### src/rtl/slot_alloc_pkg.sv
// Shared definitions for the slot allocator: FSM state encoding and the default pool size.
package slot_alloc_pkg;

  localparam int unsigned DEFAULT_NUM_SLOTS = 16;

  typedef enum logic [1:0] {
    ST_INIT  = 2'd0,
    ST_RUN   = 2'd1,
    ST_FLUSH = 2'd2
  } state_e;

endpackage

### src/rtl/slot_allocator_lzc.sv
// Leading/trailing zero counter. MODE=0 counts trailing zeros (index of lowest set bit),
// MODE=1 counts leading zeros. cnt_o is 0 when the input is all zeros; empty_o flags that case.
module lzc #(
  parameter int unsigned WIDTH     = 2,
  parameter bit          MODE      = 1'b0,
  parameter int unsigned CNT_WIDTH = (WIDTH > 1) ? $clog2(WIDTH) : 1
) (
  input  logic [WIDTH-1:0]     in_i,
  output logic [CNT_WIDTH-1:0] cnt_o,
  output logic                 empty_o
);

  if (MODE == 1'b0) begin : g_trailing
    // Scan from the top down so the lowest set bit is the last one to win.
    always_comb begin
      cnt_o = '0;
      for (int i = int'(WIDTH) - 1; i >= 0; i--) begin
        cnt_o = in_i[i] ? CNT_WIDTH'(i) : cnt_o;
      end
    end
  end else begin : g_leading
    // Scan from the bottom up so the highest set bit is the last one to win.
    always_comb begin
      cnt_o = '0;
      for (int i = 0; i < int'(WIDTH); i++) begin
        cnt_o = in_i[i] ? CNT_WIDTH'(int'(WIDTH) - 1 - i) : cnt_o;
      end
    end
  end

  assign empty_o = ~|in_i;

endmodule

### src/rtl/slot_allocator.sv
// Free-list allocator: offers the lowest free slot over valid/ready, accepts returns on a
// separate port, detects illegal frees and supports a one-cycle global flush.
module slot_allocator
  import slot_alloc_pkg::*;
#(
  parameter int unsigned NUM_SLOTS = DEFAULT_NUM_SLOTS,
  parameter int unsigned IDX_W     = $clog2(NUM_SLOTS),
  parameter int unsigned CNT_W     = $clog2(NUM_SLOTS + 1)
) (
  input  logic             clk_i,
  input  logic             rst_ni,
  output logic             alloc_valid_o,
  input  logic             alloc_ready_i,
  output logic [IDX_W-1:0] alloc_idx_o,
  input  logic             free_valid_i,
  input  logic [IDX_W-1:0] free_idx_i,
  output logic             free_ready_o,
  input  logic             flush_i,
  output logic             flush_done_o,
  output logic [CNT_W-1:0] used_cnt_o,
  output logic             full_o,
  output logic             err_o
);

  state_e               state_r;
  state_e               state_nxt_s;
  logic [NUM_SLOTS-1:0] bitmap_r;
  logic [NUM_SLOTS-1:0] bitmap_nxt_s;
  logic [CNT_W-1:0]     used_cnt_r;
  logic [CNT_W-1:0]     used_cnt_nxt_s;
  logic                 err_r;
  logic                 err_nxt_s;
  logic                 flush_done_r;

  logic [IDX_W-1:0]     lzc_cnt_s;
  logic                 lzc_empty_s;
  logic                 run_s;
  logic                 alloc_fire_s;
  logic                 free_fire_s;
  logic                 free_in_range_s;
  logic                 free_legal_s;
  logic [NUM_SLOTS-1:0] alloc_mask_s;
  logic [NUM_SLOTS-1:0] free_mask_s;

  lzc #(
    .WIDTH    (NUM_SLOTS),
    .MODE     (1'b0),
    .CNT_WIDTH(IDX_W)
  ) u_lzc (
    .in_i   (bitmap_r),
    .cnt_o  (lzc_cnt_s),
    .empty_o(lzc_empty_s)
  );

  assign run_s         = (state_r == ST_RUN);
  assign alloc_valid_o = run_s && !lzc_empty_s && !flush_i;
  assign alloc_idx_o   = lzc_cnt_s;
  assign free_ready_o  = run_s && !flush_i;
  assign full_o        = lzc_empty_s;
  assign used_cnt_o    = used_cnt_r;
  assign err_o         = err_r;
  assign flush_done_o  = flush_done_r;

  assign alloc_fire_s    = alloc_valid_o && alloc_ready_i;
  assign free_fire_s     = free_valid_i && free_ready_o;
  assign alloc_mask_s    = NUM_SLOTS'(1'b1) << alloc_idx_o;
  assign free_mask_s     = NUM_SLOTS'(1'b1) << free_idx_i;
  // Out-of-range indices shift the mask to zero, so the range test must stand on its own.
  assign free_in_range_s = ({1'b0, free_idx_i} < (IDX_W + 1)'(NUM_SLOTS));
  assign free_legal_s    = free_fire_s && free_in_range_s && ((bitmap_r & free_mask_s) == '0);

  // Next-state logic of the INIT/RUN/FLUSH controller.
  always_comb begin
    state_nxt_s = state_r;
    case (state_r)
      ST_INIT:  state_nxt_s = ST_RUN;
      ST_RUN:   state_nxt_s = flush_i ? ST_FLUSH : ST_RUN;
      ST_FLUSH: state_nxt_s = ST_RUN;
      default:  state_nxt_s = ST_INIT;
    endcase
  end

  // Next bitmap, occupancy and error; a freed bit tested against the pre-alloc bitmap
  // makes freeing the slot being allocated in the same cycle a double free.
  always_comb begin
    bitmap_nxt_s   = bitmap_r;
    used_cnt_nxt_s = used_cnt_r;
    err_nxt_s      = 1'b0;
    if (state_r == ST_FLUSH) begin
      bitmap_nxt_s   = '1;
      used_cnt_nxt_s = '0;
    end else begin
      bitmap_nxt_s = (bitmap_r & ~(alloc_fire_s ? alloc_mask_s : '0))
                   | (free_legal_s ? free_mask_s : '0);
      err_nxt_s    = free_fire_s && !free_legal_s;
      case ({alloc_fire_s, free_legal_s})
        2'b10:   used_cnt_nxt_s = used_cnt_r + CNT_W'(1'b1);
        2'b01:   used_cnt_nxt_s = used_cnt_r - CNT_W'(1'b1);
        default: used_cnt_nxt_s = used_cnt_r;
      endcase
    end
  end

  // State, bitmap, counter and pulse registers.
  always_ff @(posedge clk_i or negedge rst_ni) begin
    if (!rst_ni) begin
      state_r      <= ST_INIT;
      bitmap_r     <= '1;
      used_cnt_r   <= '0;
      err_r        <= 1'b0;
      flush_done_r <= 1'b0;
    end else begin
      state_r      <= state_nxt_s;
      bitmap_r     <= bitmap_nxt_s;
      used_cnt_r   <= used_cnt_nxt_s;
      err_r        <= err_nxt_s;
      flush_done_r <= (state_r == ST_FLUSH);
    end
  end

endmodule

### config.mk
export PLATFORM = sky130hd
export DESIGN_NAME = slot_allocator
export DESIGN_NICKNAME = d
export VERILOG_FILES = /design/src/rtl/slot_alloc_pkg.sv /design/src/rtl/slot_allocator_lzc.sv /design/src/rtl/slot_allocator.sv
export SDC_FILE = /design/constraint.sdc
export NUM_CORES = 1
export LEC_CHECK = 0
export ABC_AREA = 1
export ABC_CLOCK_PERIOD_IN_PS = 4800
export CORE_MARGIN = 1
export CORE_UTILIZATION = 60
export CTS_CLUSTER_DIAMETER = 50
export DETAILED_ROUTE_END_ITERATION = 8
export PLACE_DENSITY = 0.85
export SLEW_MARGIN = 10
export SYNTH_ARGS = -nofsm -noshare
export SYNTH_HDL_FRONTEND = slang
export SYNTH_HIERARCHICAL = 1
export SYNTH_SLANG_ARGS = --single-unit
### constraint.sdc
create_clock -name clk_i -period 4.8 [get_ports clk_i]
set_input_delay 0.48 -clock clk_i [delete_from_list [all_inputs] [get_ports clk_i]]
set_output_delay 0.48 -clock clk_i [all_outputs]
set_load 0.01 [all_outputs]
==> flow_metrics.tcl, run 1 <==
set metrics [dict create \
    post_drt_wl_per_cell_um 14.0 \
    yosys_register_bits 25 \
    synth_seq_area_share_pct 34.5 \
    syn_nets 281 \
    crit_path_frequent_cell "nand2_1" \
    io_pins 23 \
    cts_buffers 3 \
    hpwlAfterDp_um 3390 \
    dr.pass1.iters 6 \
    antenna_found_initial 0 \
    finalSetupViolCount 0 \
    synth_common_cells "nand2_1, inv_1, nor2_1, a21oi_1, nand3_1" \
    die_width_um 57.9 \
    synth-main-ff-cell "dfstp_2" \
    r2r_slack_ps 1550 \
    port_buffers 22 \
    gp_congestion 0.902 \
    post_cts_buffers 0 \
    ys_types 30 \
    r2r-end "used_cnt_o[4]" \
    r2r_cells 14 \
    grt_max_degree 26 \
    clockBufferDepth 2 \
    yosysWarnings 6 \
    initial_core_util_pct 65.6 \
    netlist_instances 267 \
    crit_path_start_kind "primary input" \
    slew_viol_final 0 \
    worstPathRequired_ps 5070 \
    synth_top_area_cell "dfstp_2" \
    cap_violations 0 \
    grt_usage_pct 29.6 \
    irDropWorstVdd_mv 0.250 \
    hold_violations 0 \
    core_area_um2 2850 \
    slowest_delay_ps 820 \
    rows 19 \
    crit_fanout 15 \
    syn_area_um2 1870 \
    crit_chain "clkdlybuf4s50_1 > inv_2 > nand4_1 > nand2_1 > nor2_1 > nand2_2 > nor3_1 > ha_1 > inv_1 > fa_1 > or2_2 > nand2_1 > a21oi_1 > xor2_1 > o21ai_0" \
    grt_pass1_vias 1647 \
    holdPathStages 1 \
    p_leak_nw 0.946 \
    critPathArrivalTime_ps 3750 \
    avgSynthCellArea_um2 7.01 \
    die_y_um 57.9 \
    post-route-drc-count 1 \
    fillers 215 \
    path_clk_slew_ps 150 \
    dieArea_um2 3350 \
    worstHoldStart "state_r[0]" \
    grt_pass1_wl_um 7600 \
    vias 1817 \
    synth_most_common_cell "nand2_1" \
    synth-edff-count 0 \
    hold_path_end "state_r[0]" \
    power_density_nw_per_um2 364 \
    final_nets 304 \
    tns_ps 0 \
    syn2layout_area_growth_pct 13.7 \
    status "complete, but fails checks" \
    drt_iter0_markers 87 \
    synth_top_area_share_pct 22.5 \
    cts_root_buf "clkbuf_4" \
    cts_tree "done" \
    postRouteAntennaNets 0 \
    critPathSlowestCell "clkdlybuf4s50_1" \
    min_path_type "reg -> reg" \
    clock_sinks 25 \
    async_flop_share_pct 100 \
    cts_hold_buf 0 \
    finalCriticalPeriod_ps 3480 \
    crit_type "in -> reg" \
    violations "DRC" \
    num_antenna_cells 0 \
    relSlewSlack_pct 54.4 \
    cts_resized 0 \
    overflow 0 \
    fin_crit_sh_pct 72.5 \
    timing.final.ws_setup_ps 1320 \
    max_freq_mhz 287 \
    cts.htree.levels 1 \
    cp-end-kind "register" \
    via_per_inst 5.68 \
    rsz0062_at_grt "false" \
    routed_wl_um 4490 \
    regToRegStartpoint "bitmap_r[15]" \
    finClkSkew_ps 11.4 \
    worst_slew_pin_slew_ps 677 \
    clock_latency_ps 340 \
    pre_cts_slack_ps 946 \
    yosys-top-cells-area "dfstp_2, nand2_1, dfrtp_1" \
    post_route_cells_drive_above_1_share_pct 17.0 \
]
==> cell type report <==
type | instances | area [µm²] | share of cell area, %
inverters | 36 | 135 | 6.35
clock inverters | 1 | 7.51 | 0.353
repair buffers | 24 | 235 | 11.1
flip-flops and latches | 25 | 646 | 30.3
clock buffers | 3 | 22.5 | 1.06
multi-input cells | 200 | 1040 | 49.0
well taps | 31 | 38.8 | 1.82
==> metrics by stage <==
stage          cells  utilization, %  total power, mW  area [µm²]  hold slack (ps)
6_report         320            74.6            0.775        2130              472
5_1_grt          320            74.6            0.833        2130              481
4_1_cts          320            74.6            0.775        2130              476
3_5_place_dp     316            73.6            0.673        2100              457
3_3_place_gp     316            73.6            0.661        2100              457
2_1_floorplan    267               -            0.543        1870              184
==> where the power goes <==
| part | switching (mW) | internal, mW | total, mW | leakage [nW] |
|---|---|---|---|---|
| Clock | 0.0712 | 0.0320 | 0.103 | 0.0139 |
| Combinational | 0.208 | 0.141 | 0.349 | 0.645 |
| Sequential | 0.0458 | 0.277 | 0.323 | 0.287 |
| Total | 0.325 | 0.450 | 0.775 | 0.946 |
==> registers in the layout, summed over array words and instances, names as in the netlist <==
name and cells:
bitmap_r 16, used_cnt_o 5, state_r 2, err_o 1
flush_done_o 1
==> placed cells by master (no fill, tap or decap), types with 4 or more instances in the layout <==
| cell type | count |
|---|---|
| ha_1 | 4 |
| nand2_1 | 75 |
| nor2_2 | 5 |
| dfrtp_1 | 9 |
| nand3_2 | 10 |
| nor2_1 | 23 |
| nor3_1 | 14 |
| nand3_1 | 18 |
| a21oi_1 | 20 |
| dfstp_2 | 16 |
| o21ai_0 | 5 |
| inv_2 | 4 |
| inv_1 | 32 |
| nand4_1 | 9 |
| clkdlybuf4s50_1 | 22 |
==> layer usage <==
metal	global-route usage, %	routed length (µm)	up-vias
met4	9.18	70	0
met5	0	0	-
li1	-	-	909
met1	42.5	2080	836
met2	47.6	2100	64
met3	2.68	238	8
==> cells by family after synthesis <==
logic type / Yosys count / synth area share, %
compound gates: 28 / 7.75
xor+xnor: 3 / 1.40
fa+ha+maj: 5 / 3.74
buf+inv: 42 / 9.76
flops: 25 / 34.5
simple gates: 164 / 42.8
==> critical path, delay by kind of cell <==
family,cells,cell delay [ps]
buffers and inverters,3,1100
and+or+nand+nor,7,1100
adders and majority gates,2,680
AOI/OAI and AO/OA,2,250
xor gates and xnor gates,1,150
==> how the worst max path moves through the flow <==
stage / startpoint / end / cells after the start
floorplan: bitmap_r[15] / used_cnt_o[4] / 14
global placement: free_idx_i[3] / used_cnt_o[4] / 15
detailed placement: free_idx_i[3] / used_cnt_o[4] / 15
CTS: free_idx_i[3] / used_cnt_o[4] / 15
global route: free_idx_i[3] / used_cnt_o[4] / 15
finish: free_idx_i[3] / used_cnt_o[4] / 15
(Power assumes the default switching activity.)
==> run 2: changes to the inputs <==
--- a/config.mk
+++ b/config.mk
@@ -6,12 +6,12 @@
 export NUM_CORES = 1
 export LEC_CHECK = 0
 export ABC_AREA = 1
-export ABC_CLOCK_PERIOD_IN_PS = 4800
+export ABC_CLOCK_PERIOD_IN_PS = 3500
 export CORE_MARGIN = 1
-export CORE_UTILIZATION = 60
+export CORE_UTILIZATION = 56
 export CTS_CLUSTER_DIAMETER = 50
 export DETAILED_ROUTE_END_ITERATION = 8
-export PLACE_DENSITY = 0.85
+export PLACE_DENSITY = 0.8
 export SLEW_MARGIN = 10
 export SYNTH_ARGS = -nofsm -noshare
 export SYNTH_HDL_FRONTEND = slang
==> constraint.sdc (replaced) <==
create_clock -name clk_i -period 3.5 [get_ports clk_i]
set_input_delay 0.35 -clock clk_i [delete_from_list [all_inputs] [get_ports clk_i]]
set_output_delay 0.35 -clock clk_i [all_outputs]
set_load 0.01 [all_outputs]
==> run 2 against run 1 <==
  * The flow now finishes without violations
  * Largest cell class unchanged
  * Sequential cell count unchanged
  * First-iteration DRC count up 77%
  * Sequential share of layout area down 0.28 points
  * Critical path type unchanged
==> flow_metrics.tcl, run 2 (synthesis gave the netlist of run 1 again) <==
set metrics [dict create \
    syn2layout_area_growth_pct 14.8 \
    finClkSkew_ps 6.31 \
    finalCriticalPeriod_ps 3160 \
    overflow 0 \
    rsz0062_at_grt "false" \
    pre_cts_slack_ps 26.3 \
    via_per_inst 5.35 \
    worst-path-buf-inv 3 \
    hpwlAfterDp_um 3320 \
    cp-end-kind "register" \
    cts.htree.levels 1 \
    post_route_cells_drive_above_1_share_pct 16.9 \
    post-route-drc-count 0 \
    num_antenna_cells 0 \
    final_nets 305 \
    irDropWorstVdd_mv 0.322 \
    post_cts_buffers 0 \
    grt_pass1_wl_um 7560 \
    antenna_found_initial 0 \
    io_pins 23 \
    grt_usage_pct 28.6 \
    slowest_delay_ps 700 \
    power_density_nw_per_um2 490 \
    min_path_type "reg -> reg" \
    hold_violations 0 \
    slew_viol_final 0 \
    clockBufferDepth 2 \
    core_area_um2 3100 \
    p_leak_nw 0.951 \
    relSlewSlack_pct 38.2 \
    cap_violations 0 \
    rows 20 \
    critPathSlowestCell "clkdlybuf4s50_1" \
    critPathArrivalTime_ps 3430 \
    cts_tree "done" \
    dieArea_um2 3580 \
    cts_buffers 3 \
    crit_type "in -> reg" \
    worst_slew_pin_slew_ps 924 \
    largest_reg_flops 16 \
    grt_max_degree 22 \
    regMostFlops "bitmap_r" \
    placed_cells 330 \
    routed_wl_um 4400 \
    finalSetupViolCount 0 \
    crit_chain "clkdlybuf4s50_1 > inv_1 > nand4_1 > nand2_1 > nor2_2 > nand2_2 > nor3_1 > ha_1 > inv_1 > fa_1 > or2_2 > nand2_1 > a21oi_1 > xor2_1 > o21ai_0" \
    path_clk_slew_ps 140 \
    max_freq_mhz 316 \
    post_drt_wl_per_cell_um 13.2 \
    clock_latency_ps 330 \
    gp_congestion 0.908 \
    layout.cells.most_common_list "nand2_1, inv_1, nor2_1" \
    timing.final.ws_setup_ps 336 \
    status "finished clean" \
    dr.pass1.iters 4 \
    cts_resized 0 \
    cts_root_buf "clkbuf_4" \
    worstPathRequired_ps 3760 \
    clock_sinks 25 \
    port_buffers 22 \
    tns_ps 0 \
    die_y_um 59.8 \
    finalCoreUtilization_pct 69.2 \
    vias 1787 \
    initial_core_util_pct 60.3 \
    crit_path_start_kind "primary input" \
    crit_fanout 11 \
    cts_hold_buf 0 \
    postRouteAntennaNets 0 \
    fin_crit_sh_pct 90.4 \
    crit_family "simple AND/OR/NAND/NOR gates" \
    layout.cells.non_filler 334 \
    drt_iter0_markers 154 \
    layout_commonest_cell "nand2_1" \
    grt_pass1_vias 1702 \
    die_width_um 59.8 \
]
[run 2: cell count changes in the layout (fill, tap and decap cells not counted), sizes merged]
cell and delta:
clkbuf +1, buf +1, clkinvlp -1
[run 2: metrics by stage]
stage / total power [mW] / hold slack (ps) / cell area (µm²)
2_1_floorplan: 0.745 / 54.4 / 1870
3_3_place_gp: 0.917 / 449 / 2120
3_5_place_dp: 0.917 / 461 / 2120
4_1_cts: 1.06 / 481 / 2150
5_1_grt: 1.14 / 503 / 2150
6_report: 1.05 / 475 / 2150
[run 2: power by group]
group / internal [mW] / switching (mW) / leakage [nW]
sequential: 0.380 / 0.0613 / 0.287
combinational: 0.194 / 0.282 / 0.650
clock: 0.0447 / 0.0903 / 0.0150
[run 2: final timing paths]
check | startpoint | end | slack, ps | depth (start not counted)
max in group asynchronous | rst_ni | bitmap_r[8] | 2260 | 2
hold / removal | state_r[0] | state_r[0] | 480 | 1
hold reg to reg | state_r[0] | state_r[0] | 480 | 1
min in group asynchronous | rst_ni | used_cnt_o[0] | 520 | 1
setup reg to reg | bitmap_r[15] | used_cnt_o[4] | 410 | 14
setup / recovery | free_idx_i[2] | used_cnt_o[4] | 340 | 15
[run 2: final cells by class]
type                            instances  area [µm²]
Fill cell                             282         955
Inverter                               36         135
Sequential cell                        25         646
Clock buffer                            4        26.3
Multi-Input combinational cell        200        1040
Timing Repair Buffer                   25         243
Tap cell                               44        55.1
[run 2: per-layer routing]
| metal | wire [µm] | share of wire (%) | GRT usage (%) | vias to the layer above |
|---|---|---|---|---|
| met3 | 252 | 5.7 | 4.98 | 9 |
| met5 | 0 | 0 | 0 | - |
| met1 | 2080 | 47 | 39.2 | 808 |
| met2 | 1990 | 45 | 44.4 | 63 |
| met4 | 80 | 1.8 | 11.6 | 0 |
| li1 | - | - | - | 907 |
==> run 3: changes to the inputs <==
--- a/config.mk
+++ b/config.mk
@@ -6,7 +6,7 @@
 export NUM_CORES = 1
 export LEC_CHECK = 0
 export ABC_AREA = 1
-export ABC_CLOCK_PERIOD_IN_PS = 3500
+export ABC_CLOCK_PERIOD_IN_PS = 3300
 export CORE_MARGIN = 1
 export CORE_UTILIZATION = 56
 export CTS_CLUSTER_DIAMETER = 50
==> constraint.sdc (replaced) <==
create_clock -name clk_i -period 3.3 [get_ports clk_i]
set_input_delay 0.33 -clock clk_i [delete_from_list [all_inputs] [get_ports clk_i]]
set_output_delay 0.33 -clock clk_i [all_outputs]
set_load 0.01 [all_outputs]
==> run 3 against run 2 <==
  * Register-to-register slack worse by 140 ps
  * Worst hold slack worse by 100 ps
  * Worst setup slack worse by 71 ps
  * Combinational power is 9.5% higher
  * Critical path type is now reg -> reg
  * Final cell count is 0.90% higher
  * Largest power group unchanged
  * Utilization is 0.73 points higher
  * Sequential cell count stayed put
  * Clock power hardly changed
  * First-iteration DRC count is 6.5% lower
  * Clock skew is 1.1 ps lower
==> flow_metrics.tcl, run 3 (synthesis gave the netlist of run 1 again) <==
set metrics [dict create \
    status "finished clean" \
    rsz0062_at_grt "false" \
    slew_viol_final 0 \
    final_nets 308 \
    num_antenna_cells 0 \
    finalSetupViolCount 0 \
    worstPathRequired_ps 3550 \
    cts.htree.levels 1 \
    critPathSlowestCell "dfstp_2" \
    worst_slew_pin_slew_ps 730 \
    cap_violations 0 \
    port_buffers 22 \
    multiInputGateArea_um2 1040 \
    tns_ps 0 \
    hpwlAfterDp_um 3350 \
    clock_latency_ps 320 \
    p_int_mw 0.665 \
    regArea_um2 646 \
    clock_sinks 25 \
    irDropWorstVdd_mv 0.413 \
    initial_core_util_pct 60.3 \
    routed_wl_um 4460 \
    cts_resized 0 \
    relSlewSlack_pct 50.9 \
    r2r_slack_ps 270 \
    cts_tree "done" \
    drt_iter0_markers 144 \
    clkPwrFrac_pct 12.2 \
    hold_violations 0 \
    switchingPower_mw 0.467 \
    layout_commonest_cell "nand2_1" \
    wl_met1_um 2130 \
    pwr-share-comb_pct 46.0 \
    crit_fanout 4 \
    finClkSkew_ps 5.23 \
    power_density_nw_per_um2 521 \
    max_freq_mhz 330 \
    dr.pass1.iters 8 \
    via_per_inst 5.49 \
    antenna_found_initial 0 \
    slowest_delay_ps 410 \
    largest_reg_flops 16 \
    dieArea_um2 3580 \
    cts_root_buf "clkbuf_4" \
    post_route_cells_drive_above_1_share_pct 17.7 \
    grt_usage_pct 28.1 \
    path_clk_slew_ps 130 \
    worst-path-buf-inv 1 \
    grt_pass1_wl_um 7560 \
    postRouteAntennaNets 0 \
    crit_family "simple AND/OR/NAND/NOR gates" \
    crit_type "reg -> reg" \
    critPathArrivalTime_ps 3280 \
    switching_share_pct 41.3 \
    fin_crit_sh_pct 92.0 \
    finalCriticalPeriod_ps 3030 \
    cp-end-kind "register" \
    top_layer "met4" \
    regMostFlops "bitmap_r" \
    wl_met2_um 1970 \
    syn2layout_area_growth_pct 16.0 \
    grt_max_degree 26 \
    seqPwrFrac_pct 41.7 \
    post-route-drc-count 0 \
    die_y_um 59.8 \
    p_leak_nw 0.967 \
    post_cts_buffers 0 \
    crit_path_start_kind "register" \
    fillers 277 \
    post_drt_wl_per_cell_um 13.2 \
    cts_buffers 3 \
    crit_chain "or2_2 > nor3_1 > nand2_1 > nor2_1 > nor2_2 > nand2_2 > ha_1 > inv_1 > fa_1 > or2_2 > nand2_1 > a21oi_1 > xor2_1 > o21ai_0" \
    overflow 0 \
    gp_congestion 0.882 \
    layout.cells.most_common_list "nand2_1, inv_1, nor2_1" \
    fin_hold_ws_ps 372 \
    vias 1851 \
    die_width_um 59.8 \
    cts_hold_buf 0 \
    met3WireLength_um 315 \
    rows 20 \
    p_total_mw 1.13 \
    grt_pass1_vias 1715 \
    min_path_type "in -> async" \
    clockBufferDepth 2 \
    io_pins 23 \
    core_area_um2 3100 \
]
## run 3: cell count changes in the layout (fill, tap and decap cells not counted), sizes merged
cell / delta
buf: +3
## run 3: final timing paths
check,depth (start not counted),end,from
worst max-delay path,14,used_cnt_o[4],bitmap_r[15]
worst min-delay path,2,used_cnt_o[2],rst_ni
worst max register to register,14,used_cnt_o[4],bitmap_r[15]
worst min register to register,1,state_r[0],state_r[0]
max in group asynchronous,2,bitmap_r[2],rst_ni
min in group clk_i,1,state_r[0],state_r[0]
## run 3: per-layer routing
layer | vias to the layer above | GRT usage (%)
met1 | 850 | 39.8
met3 | 6 | 4.98
li1 | 917 | -
met5 | - | 0
met2 | 78 | 43.8
met4 | 0 | 8.31
## run 3: worst register-to-register path: cells and delay by family (launching register included)
kind                     cells  cell delay (ps)
AO/OA/AOI/OAI                2              230
flip-flops                   1              410
buffers and inverters        1               70
adder cells (fa/ha/maj)      2              610
XOR/XNOR                     1              140
AND/OR/NAND/NOR              8             1500
## run 3: layout make-up
| type | count | area share [%] |
|---|---|---|
| clock buffers | 4 | 1.21 |
| repair buffers | 28 | 12.2 |
| multi-input cells | 200 | 48.1 |
| flip-flops and latches | 25 | 29.7 |
| inverters | 36 | 6.22 |
| well taps | 44 | 2.54 |
## run 3: metrics by stage
step	util (%)	cells	worst slack, ps	cell area [µm²]
CTS	70.0	337	274	2170
floorplan	-	267	416	1870
finish	70.0	337	265	2170
global route	70.0	337	63.6	2170
detailed placement	69.1	333	9.90	2140
global placement	69.1	333	132	2140
## run 3: power groups by stage
| stage | Clock [mW] | Combinational [mW] | Sequential (mW) |
|---|---|---|---|
| after floorplan | 0 | 0.320 | 0.471 |
| after global placement | 0 | 0.505 | 0.474 |
| after detailed placement | 0 | 0.513 | 0.474 |
| after CTS | 0.145 | 0.520 | 0.470 |
| after global routing | 0.157 | 0.578 | 0.482 |
| final | 0.138 | 0.521 | 0.472 |
==> patch 1: new RTL, settings of run 2 <==
Change the package constant `DEFAULT_NUM_SLOTS` from 16 to 32.
--- a/src/rtl/slot_alloc_pkg.sv
+++ b/src/rtl/slot_alloc_pkg.sv
@@ -1,7 +1,7 @@
 // Shared definitions for the slot allocator: FSM state encoding and the default pool size.
 package slot_alloc_pkg;
 
-  localparam int unsigned DEFAULT_NUM_SLOTS = 16;
+  localparam int unsigned DEFAULT_NUM_SLOTS = 32;
 
   typedef enum logic [1:0] {
     ST_INIT  = 2'd0,
Interface: changed (resized alloc_idx_o, free_idx_i and used_cnt_o); port bits go from 23 to 26. The function was not compared with the original's and may differ.
==> patch 1 against run 2 <==
- sequential share of layout area is 2.8 points lower
- cell count is 81% higher
- non-clock buffer count is 21 higher
- design area is 86% higher
- sequential power is 63% higher
- synthesized area is 76% higher
- die area is 73% higher
- setup slack worse by 0.20 ns
- total power is 83% higher
- sequential cell count is 17 higher
- critical path type is now reg -> out
- wire length is 140% higher
- worst hold slack worse by 0.30 ns
==> patch 1: results <==
[critical_path]
cp_slowest_cell = dfstp_2
arrival_ns = 3.01
worstPathMaxFanout = 9
critPathMaxStageDelay_ns = 0.58

[synthesis]
synth_common_cells = nand2_1 (161), nor2_1 (71), nand4_1 (48)
ys_seq_area_share_pct = 33.1

[placed_design]
place_area_um2 = 3630
dp_hpwl_um = 6840
port_buffers = 25

[detailed_routing]
vias = 3743
wl_met2_um = 4700
wl_met3_um = 1090
drt-met1-wl_um = 4090

[clock_network]
numCtsBuffers = 5
cts-root-buf = clkbuf_8
cts_resized = 2
clk_pin_slew_ns = 0.09

[cells_and_area]
drive_gt1_share_pct = 22.3
largest_reg_flops = 32
fillers = 458

[worst_hold_path]
hp-class = in -> async

[global_routing]
grt_pass1_wl_um = 16400
grt_max_degree = 43
grt_util_met2_pct = 52.2

[run_status]
outcome = completed

[pwr]
ir_worst_vdd_mv = 0.385
==> patch 1: path summary, 6_finish.rpt <==
check / startpoint / endpoint / slack, ns / cells after the start
setup / recovery: bitmap_r[31]$_DFF_PN1_ / alloc_idx_o[1] / 0.14 / 16
hold / removal: rst_ni / flush_done_o$_DFF_PN0_ / 0.17 / 1
setup reg to reg: bitmap_r[31]$_DFF_PN1_ / bitmap_r[3]$_DFF_PN1_ / 0.17 / 36
hold reg to reg: state_r[0]$_DFF_PN0_ / state_r[0]$_DFF_PN0_ / 0.49 / 1
max in group asynchronous: rst_ni / state_r[0]$_DFF_PN0_ / 2.71 / 1
min in group clk_i: state_r[0]$_DFF_PN0_ / state_r[0]$_DFF_PN0_ / 0.49 / 1
==> patch 1: cell families after synthesis <==
| kind of cell | count (synthesis) | synth area share [%] |
|---|---|---|
| simple gates | 322 | 43.4 |
| buf+inv | 79 | 10.9 |
| compound gates | 54 | 9.07 |
| flops | 42 | 33.1 |
| fa+ha+maj | 6 | 2.50 |
| xor+xnor | 4 | 1.06 |
==> patch 1: final cells by class <==
cell class | instances | share of cell area (%)
Timing Repair Buffer | 46 | 10.3
Sequential cell | 42 | 27.3
Clock inverter | 2 | 0.939
Multi-Input combinational cell | 386 | 51.7
Clock buffer | 6 | 1.82
Inverter | 52 | 5.70
Tap cell | 72 | 2.25
==> patch 1: per-stage QoR <==
step / total power [uW] / utilization, % / TNS (ns) / setup WS (ns) / std cells
after floorplan: 1130 / - / 0 / 0.246 / 507
after global placement: 1360 / 65.2 / 0 / 0.118 / 595
after detailed placement: 1380 / 65.2 / 0 / 0.0330 / 595
after CTS: 1800 / 67.4 / 0 / 0.180 / 604
after global routing: 2020 / 71.7 / -2.87 / -0.195 / 606
final: 1930 / 71.7 / 0 / 0.140 / 606
==> patch 2: new RTL, config.mk and constraints of run 2 <==
Made on the original files. Make the reset (`rst_ni`) synchronous in one clocked block.
--- a/src/rtl/slot_allocator.sv
+++ b/src/rtl/slot_allocator.sv
@@ -102,7 +102,7 @@
   end
 
   // State, bitmap, counter and pulse registers.
-  always_ff @(posedge clk_i or negedge rst_ni) begin
+  always_ff @(posedge clk_i) begin
     if (!rst_ni) begin
       state_r      <= ST_INIT;
       bitmap_r     <= '1;
Behaviour: differs if rst_ni is asserted again (counterexample within 4 cycles, from zero or initial values and one cycle with rst_ni low); with rst_ni held inactive, the same outputs for 10 cycles.
==> patch 2 against run 2 <==
- the flow now finishes with violations (design-rule violations)
- synthesized cell count is 1.9% higher
- setup slack improved by 0.18 ns
- design area is 9.7% lower
- via count fell by 0.17%
- utilization is 0.099 points lower
- sequential cell count stayed put
- synthesized area fell by 9.4%
- global-route usage decreased by 1.2 points
- non-clock buffer count is 2 lower
- wire length fell by 3.2%
- clock skew barely moved
- largest cell class unchanged
Power is not compared: it rests on default switching activity, and its combinational part moved more than twofold at a synthesized area within 25%.
==> patch 2: results <==
[synthesis]
synth_nets = 286
syn_area_per_cell_um2 = 6.24
synth-compound-area-share_pct = 9.66
synth_cell_types = 27
synthXorXnorAreaFrac_pct = 2.06
ys_async_sr_fraction_pct = 0
ys_seq_area_share_pct = 29.5
synth_area_leaders = dfxtp_1 (29%), nand2_1 (17%), a21oi_1 (7.7%)
ys_warn_count = 6
synth_common_cells = nand2_1 (75), inv_1 (32), a21oi_1 (26), nand3_1 (26)
synthAdderAreaFrac_pct = 4.13

[detailed_routing]
vias_per_cell = 5.52
drcViolationCount = 2
firstDrtPassIters = 7
drtIter0Drc = 155
wl_um = 4260

[critical_path]
worstPathMaxFanout = 15
ff2ff_path_depth = 12
crit_family = buffers and inverters
r2r_start = bitmap_r[11]$_SDFF_PP1_
arrival_ns = 3.26
critPathMaxStageDelay_ns = 0.78
r2r_end = used_cnt_o[4]$_SDFFE_PP0P_

[run_status]
outcome = finished with violations
violations = design-rule violations

[sta]
maxSlewHeadroom_pct = 54.1
fin_skew_ns = 0.00658
fin_hold_ws_ns = 0.507

[clock_network]
post-cts-setup-buffers = 0

[pwr]
p_int_uw = 372
seq_power_share_pct = 55.2

[placed_design]
pre_cts_ws_ns = 0.204
dp_hpwl_um = 3190
place_congestion = 0.829

[cells_and_area]
layoutNonFillerInstCount = 323
fillers = 253
drive_gt1_share_pct = 5.82
nNetsFinal = 307

[worst_hold_path]
min_to = flush_done_o$_SDFF_PN0_
worstHoldStart = state_r[0]$_SDFF_PN0_
hold_path_depth = 1

[global_routing]
grt_use_total_pct = 27.3
antenna_found_initial = 0
grt_pass1_vias = 1542
grt_pass1_wl_um = 7040
patch 2: changes by cell type in the layout (fill, tap and decap cells not counted), sizes merged, moves of 2 or more:
cell	delta
dfstp	-16
dfrtp	-9
nor3	+3
nand3	-2
xor2	+2
dfxtp	+25
a21oi	+6
buf	-2
patch 2: cell type report:
class / instances / area share (%)
well taps: 31 / 2.00
flip-flops and latches: 25 / 25.8
clock buffers: 4 / 1.35
repair buffers: 23 / 11.7
inverters: 36 / 6.97
multi-input cells: 204 / 52.1
patch 2: cell families (layout without fill, tap and decap cells):
family | after synthesis | after routing
buf+inv | 43 | 63
simple gates | 163 | 163
fa+ha+maj | 5 | 5
xor+xnor | 4 | 4
flops | 25 | 25
compound gates | 32 | 32
patch 2: routing by layer:
layer	global-route usage [%]	vias to the layer above	part of all wire (%)
met4	5.23	0	0.42
met2	40.7	77	42
li1	-	919	-
met5	0	-	0
met1	40.6	786	49
met3	6.35	2	8.3
patch 2: worst max path at each step:
stage	startpoint	endpoint	slack (ns)
5_1_grt	free_idx_i[3]	used_cnt_o[4]$_SDFFE_PP0P_	0.16
4_1_cts	bitmap_r[11]$_SDFF_PP1_	alloc_idx_o[2]	0.51
3_3_place_gp	free_idx_i[3]	used_cnt_o[4]$_SDFFE_PP0P_	0.30
2_1_floorplan	bitmap_r[15]$_SDFF_PP1_	used_cnt_o[4]$_SDFFE_PP0P_	0.83
3_5_place_dp	free_idx_i[3]	used_cnt_o[4]$_SDFFE_PP0P_	0.20
6_report	free_idx_i[3]	used_cnt_o[4]$_SDFFE_PP0P_	0.52
patch 2: through the flow:
stage               area (um^2)  power [uW]
detailed placement         1910         401
CTS                        1940         536
global route               1940         560
global placement           1910         401
floorplan                  1700         371
finish                     1940         535
